$ cat src/rtl/univ_shift_reg.sv
// Universal shift register (hold / shift right / shift left / load, optional rotate) with serialisation counter.
// One-cycle latency on every update; no backpressure, En=0 stalls all state and suppresses Done.
module univ_shift_reg #(
    parameter int              WIDTH     = 8,
    parameter logic [WIDTH-1:0] RESET_VAL = '0,
    localparam int             CW        = $clog2(WIDTH + 1)
) (
    input  logic             Clk,
    input  logic             Rst_n,
    input  logic             En,
    input  logic [1:0]       Mode,
    input  logic             Rot,
    input  logic             Sin,
    input  logic [WIDTH-1:0] Din,
    output logic [WIDTH-1:0] Q,
    output logic             Sout_r,
    output logic             Sout_l,
    output logic [CW-1:0]    Cnt,
    output logic             Done
);

    localparam logic [1:0] MODE_HOLD = 2'b00;
    localparam logic [1:0] MODE_SHR  = 2'b01;
    localparam logic [1:0] MODE_SHL  = 2'b10;
    localparam logic [1:0] MODE_LOAD = 2'b11;

    localparam logic [CW-1:0] CNT_MAX  = CW'(WIDTH);
    localparam logic [CW-1:0] CNT_LAST = CW'(WIDTH - 1);

    logic [WIDTH-1:0] q_q, q_d;
    logic [CW-1:0]    cnt_q, cnt_d;
    logic             done_q, done_d;
    logic             fill;
    logic             shifting;

    always_comb begin
        q_d      = q_q;
        cnt_d    = cnt_q;
        done_d   = 1'b0;
        fill     = 1'b0;
        shifting = 1'b0;

        if (En) begin
            case (Mode)
                MODE_HOLD: ;
                MODE_SHR: begin
                    fill     = Rot ? q_q[0] : Sin;
                    q_d      = {fill, q_q[WIDTH-1:1]};
                    shifting = 1'b1;
                end
                MODE_SHL: begin
                    fill     = Rot ? q_q[WIDTH-1] : Sin;
                    q_d      = {q_q[WIDTH-2:0], fill};
                    shifting = 1'b1;
                end
                MODE_LOAD: begin
                    q_d   = Din;
                    cnt_d = '0;
                end
                default: ;
            endcase
        end

        // Rotation wraps modulo WIDTH; plain shifts saturate once the word has fully left.
        if (shifting) begin
            if (Rot) begin
                if (cnt_q == CNT_MAX) begin
                    cnt_d = CW'(1);
                end else if (cnt_q == CNT_LAST) begin
                    cnt_d  = '0;
                    done_d = 1'b1;
                end else begin
                    cnt_d = cnt_q + 1'b1;
                end
            end else if (cnt_q != CNT_MAX) begin
                cnt_d  = cnt_q + 1'b1;
                done_d = (cnt_q == CNT_LAST);
            end
        end
    end

    always_ff @(posedge Clk or negedge Rst_n) begin
        if (!Rst_n) begin
            q_q    <= RESET_VAL;
            cnt_q  <= '0;
            done_q <= 1'b0;
        end else begin
            q_q    <= q_d;
            cnt_q  <= cnt_d;
            done_q <= done_d;
        end
    end

    assign Q      = q_q;
    assign Sout_r = q_q[0];
    assign Sout_l = q_q[WIDTH-1];
    assign Cnt    = cnt_q;
    assign Done   = done_q;

endmodule

$ cat config.mk
export PLATFORM = sky130hd
export DESIGN_NAME = univ_shift_reg
export DESIGN_NICKNAME = d
export VERILOG_FILES = /design/src/rtl/univ_shift_reg.sv
export SDC_FILE = /design/constraint.sdc
export NUM_CORES = 1
export LEC_CHECK = 0
export ABC_AREA = 1
export BUFFER_PORTS_ARGS = -buffer_cell sky130_fd_sc_hd__buf_2
export CAP_MARGIN = 10
export CORE_MARGIN = 5
export CORE_UTILIZATION = 49
export CTS_CLUSTER_DIAMETER = 120
export DETAILED_ROUTE_END_ITERATION = 7
export GPL_TIMING_DRIVEN = 0
export PLACE_DENSITY = 0.77
export SETUP_SLACK_MARGIN = 0.05
export SLEW_MARGIN = 20
export SYNTH_ARGS = -nofsm -noshare
export SYNTH_HDL_FRONTEND = slang
export SYNTH_SLANG_ARGS = --single-unit
$ cat constraint.sdc
create_clock -name Clk -period 1.4 [get_ports Clk]
set_input_delay 0.21 -clock Clk [delete_from_list [all_inputs] [get_ports Clk]]
set_output_delay 0.21 -clock Clk [all_outputs]
set_load 0.02 [all_outputs]
### After elaboration in Yosys (flattened, before gate mapping)

Cells that the tools add are included.

* logic and storage cells: 30
* bits of input ports: 15
* output and inout port bits: 15
* flip-flop bits (word level): 13

* reduce and logical (&&, ||, !) cells: 3
* add/sub/neg operators: 1
* equality and inequality tests: 6
* mux-type cells: 17

Operator list (count)
* 4-bit 2-to-1 mux: 7
* 8-bit one-hot mux with 3 select lines: 1
* 1-bit 2-to-1 mux: 9
* 4-bit by 1-bit adder with 4-bit output (second input constant): 1
* 2-bit equality test (second input constant): 2
* 4-bit by 3-bit equality test with 1-bit output (second input constant): 1
* 4-bit equality test (second input constant): 1
* 4-bit inequality test (second input constant): 1
* 3-bit nonzero test: 1
* 2-bit by 1-bit equality test with 1-bit output (second input constant): 1
* 2-bit AND reduction: 1
* 2-bit OR reduction: 1

### Logic depth before layout (Yosys ltp)

* depth after elaboration: 6
* mapped depth: 9

### Least setup slack after synthesis

No wires, ideal clock.

* path type: reg2reg
* start point: reg cnt_q[0], in the netlist Cnt[0]
* end point: reg cnt_q[0], in the netlist Cnt[0]
* setup slack: 0.144 ns
* data arrival time: 1.143 ns
* buffers on the path: 0
* cell stages (with the launch flop): 9
* clock period less this slack: 1.256 ns
* cells stage by stage: dfrtp_1 -> inv_1 -> ha_1 -> nand2_1 -> nor2_1 -> nor2_1 -> nand2_1 -> nand2_1 -> inv_1

* word-level cells in the longest chain between the ends: 5
* elaborated cells between the ends (all ways): 11
* those cells by class: add/sub: 1; eq/ne: 3; mux: 7

RTL lines
* from (decl): RTL line 31 `logic [CW-1:0] cnt_q, cnt_d;`
* from (signal assigned): RTL line 89 `cnt_q <= cnt_d;`
* 4-bit by 1-bit adder with 4-bit output (tied with other cells): RTL line 73, 76
* 4-bit 2-to-1 mux (on tied branches): RTL line 69, 43
* 4-bit 2-to-1 mux (on tied branches): RTL line 67, 75
* 4-bit 2-to-1 mux: RTL line 66 `if (Rot) begin`
* 4-bit 2-to-1 mux *: RTL line 65 `if (shifting) begin`
* net cnt_d[0]: RTL line 31

Mark *: on every way through the listed nets, which the timed path passes. The rest lies on a longest branch.
A chain may end at the register's enable or synchronous reset.

==> results.toml <==
[outcome]
status = "finished clean"

[finish]
syn2layout_area_growth_pct = 24.7
fillerInstances = 164
drive_above_1_share_pct = 30.2
utilization_pct = 64.7
num-nets-final = 183
num_antenna_cells = 0
stdcell_count = 187

[worst_setup_path]
reg2regPathDepth = 9
path_class = "register to register"
critPathMaxFanout = 5
arrival_ns = 1.40
cp-end-kind = "register"
crit_top_cell = "nand2_1"
path_cells = "inv_1, ha_1, nand2_1, nor2_2, nand2_1, nand2_1, nand2_1, nand2_1, inv_1"
worst_setup_path_start_kind = "register"
slowest_delay_ns = 0.43
critPathRequiredTime_ns = 1.58
crit_path_top_delay_cell = "dfrtp_1"

[routing]
wl_met1_um = 946
wl_met2_um = 916
routed_via_density = 4.83
post_drt_wl_per_cell_um = 10.7
drtAntennaViolNets = 0
top_layer = "met4"
wl_mm = 2.01
drt_first_pass_iters = 4
first_iter_violations = 10
vias = 903
post-route-drc-count = 0
wl_met3_um = 117

[power]
total_power_w = 0.00145
vdd_drop_max_uv = 1030
powerDensity_nw_per_um2 = 1290
p_leak_nw = 0.642

[grt]
grt_pass1_vias = 783
antenna_found_initial = 0
grt_pass1_wl_mm = 3.31
grt-ovfl-total = 0
grt_usage_pct = 16.3
grt_max_degree = 14

[sta]
fin_skew_ns = 0.00727
rsz0062_at_grt = "no"
fin_crit_ns = 1.22
finalCritPeriodShare_pct = 87.3
max_slew.worst_pin.slew_ns = 0.304
fmaxAchievable_mhz = 818
setup_tns_ns = 0
timing.final.max_slew_violations = 0
relSlewSlack_pct = 79.7
setup_violations = 0
worst_hold_slack_ns = 0.227
final-hold-violation-count = 0

[die]
die_w_um = 53.0
start_util_pct = 51.9
dieArea_um2 = 2810
die_y_um = 53.0
core_region_area_um2 = 1750
rows = 15
ioPinCount = 30

[synthesis]
ys_seq_area_share_pct = 35.9
yosysTopAreaCell = "dfrtp_1"
synth_nets = 147
yosys_warnings = 0
synth_top_flop_cell = "dfrtp_1"
synth_edf_count = 0
synth_area_um2 = 906
synth_cells = 127
yosysMostFrequentCell = "nand2_1"
avgSynthCellArea_um2 = 7.13
synth_commonest_cells = "nand2_1, dfrtp_1, inv_1, nand3_1, o21ai_0"
ys_types = 20
ys_ff_latch = 13
ys_async_sr_fraction_pct = 100
ys_top_cells_by_area = "dfrtp_1, nand2_1, ha_1"
synth_top_area_share_pct = 35.9

[clock_tree]
clock_sinks = 13
clk_latency_ns = 0.29
numCtsBuffers = 3
clk_pin_slew_ns = 0.09
root_buffer = "clkbuf_4"
cts_tree = "built"
cts_htree_levels = 1
clk_path_buf_depth = 2

[run]
cap_violations = 0

[placed_design]
hpwlAfterDp_mm = 1.55
io_buffers = 29
gp_congestion = 0.845
dp_cells = 181

[hold_path]
min-delay-start = "Din[6]"
hold_depth = 5
worstHoldPathType = "primary input to register"
[cell families (layout without fill, tap and decap cells)]
logic type                 after synthesis  after routing  synth area share [%]
adders and majority gates                5              5                  6.91
and+or+nand+nor                         79             79                  38.8
AOI/OAI and AO/OA                       12             12                  6.90
DFF                                     13             13                  35.9
buffers and inverters                   17             52                  10.5
xor gates and xnor gates                 1              1                 0.967
[worst max-delay path, delay by kind of cell (launching register included)]
family	cells	cell delay [ns]
DFF	1	0.43
adders and majority gates	1	0.14
buffers and inverters	2	0.12
and+or+nand+nor	6	0.43
[stage by stage]
stage	setup slack, ns	cell area [um^2]
2_1_floorplan	0.144	906
3_3_place_gp	0.159	1080
3_5_place_dp	0.137	1080
4_1_cts	0.130	1120
5_1_grt	0.0527	1130
6_report	0.178	1130
[timing repair]
| item | 4_1_cts | 5_1_grt |
|---|---|---|
| buffers inserted | 0 | 1 |
| hold buffers | 1 | 0 |
| hold endpoints to repair | 13 | 0 |
| resized for setup | 0 | 2 |
| endpoints found under the setup margin | 0 | 1 |
[placed cells by master (no fill, tap or decap), types with 3 or more instances in the layout]
master | Yosys | final
o21ai_0 | 7 | 7
nand2_2 | 3 | 3
ha_1 | 5 | 5
clkbuf_4 | 0 | 3
nand3_1 | 10 | 10
nand2_1 | 54 | 54
nor2_1 | 6 | 5
dfrtp_1 | 13 | 12
inv_1 | 10 | 10
buf_2 | 1 | 30
buf_4 | 2 | 3
a21oi_1 | 3 | 3
buf_6 | 3 | 3
[power by group]
| part | internal [W] | switching (W) | total, W |
|---|---|---|---|
| registers | 0.000465 | 0.0000801 | 0.000546 |
| clock network | 0.000111 | 0.000134 | 0.000245 |
| logic | 0.000257 | 0.000406 | 0.000664 |
[area by class of cell]
class                           instances  area [um^2]  share of cell area (%)
Sequential cell                        13          327                    28.9
Buffer                                  6         53.8                    4.76
Timing Repair Buffer                   31          163                    14.4
Tap cell                               25         31.3                    2.77
Multi-Input combinational cell         97          488                    43.2
Inverter                               11         41.3                    3.65
Clock buffer                            4         26.3                    2.33
[sequential cells by signal, indices dropped and copies added (netlist names), named ones only]
signal,count
Done,1
Q,8
Cnt,3
[final timing paths]
check / endpoint / slack [ns]
max: Cnt[0]$_DFF_PN0_ / 0.18
min: Q[6]$_DFFE_PN0P_ / 0.23
max reg2reg: Cnt[0]$_DFF_PN0_ / 0.18
min reg2reg: Q[4]$_DFFE_PN0P_ / 0.58
max in group asynchronous: Cnt[0]$_DFF_PN0_ / 0.81
min in group asynchronous: Q[1]$_DFFE_PN0P_ / 0.33
[per-layer routing]
layer	vias to the layer above	GRT usage, %
li1	465	-
met1	412	21.9
met2	22	24.4
met3	4	4.51
met4	0	6.38
met5	-	0
No activity file was read; power rests on OpenSTA's default activity.
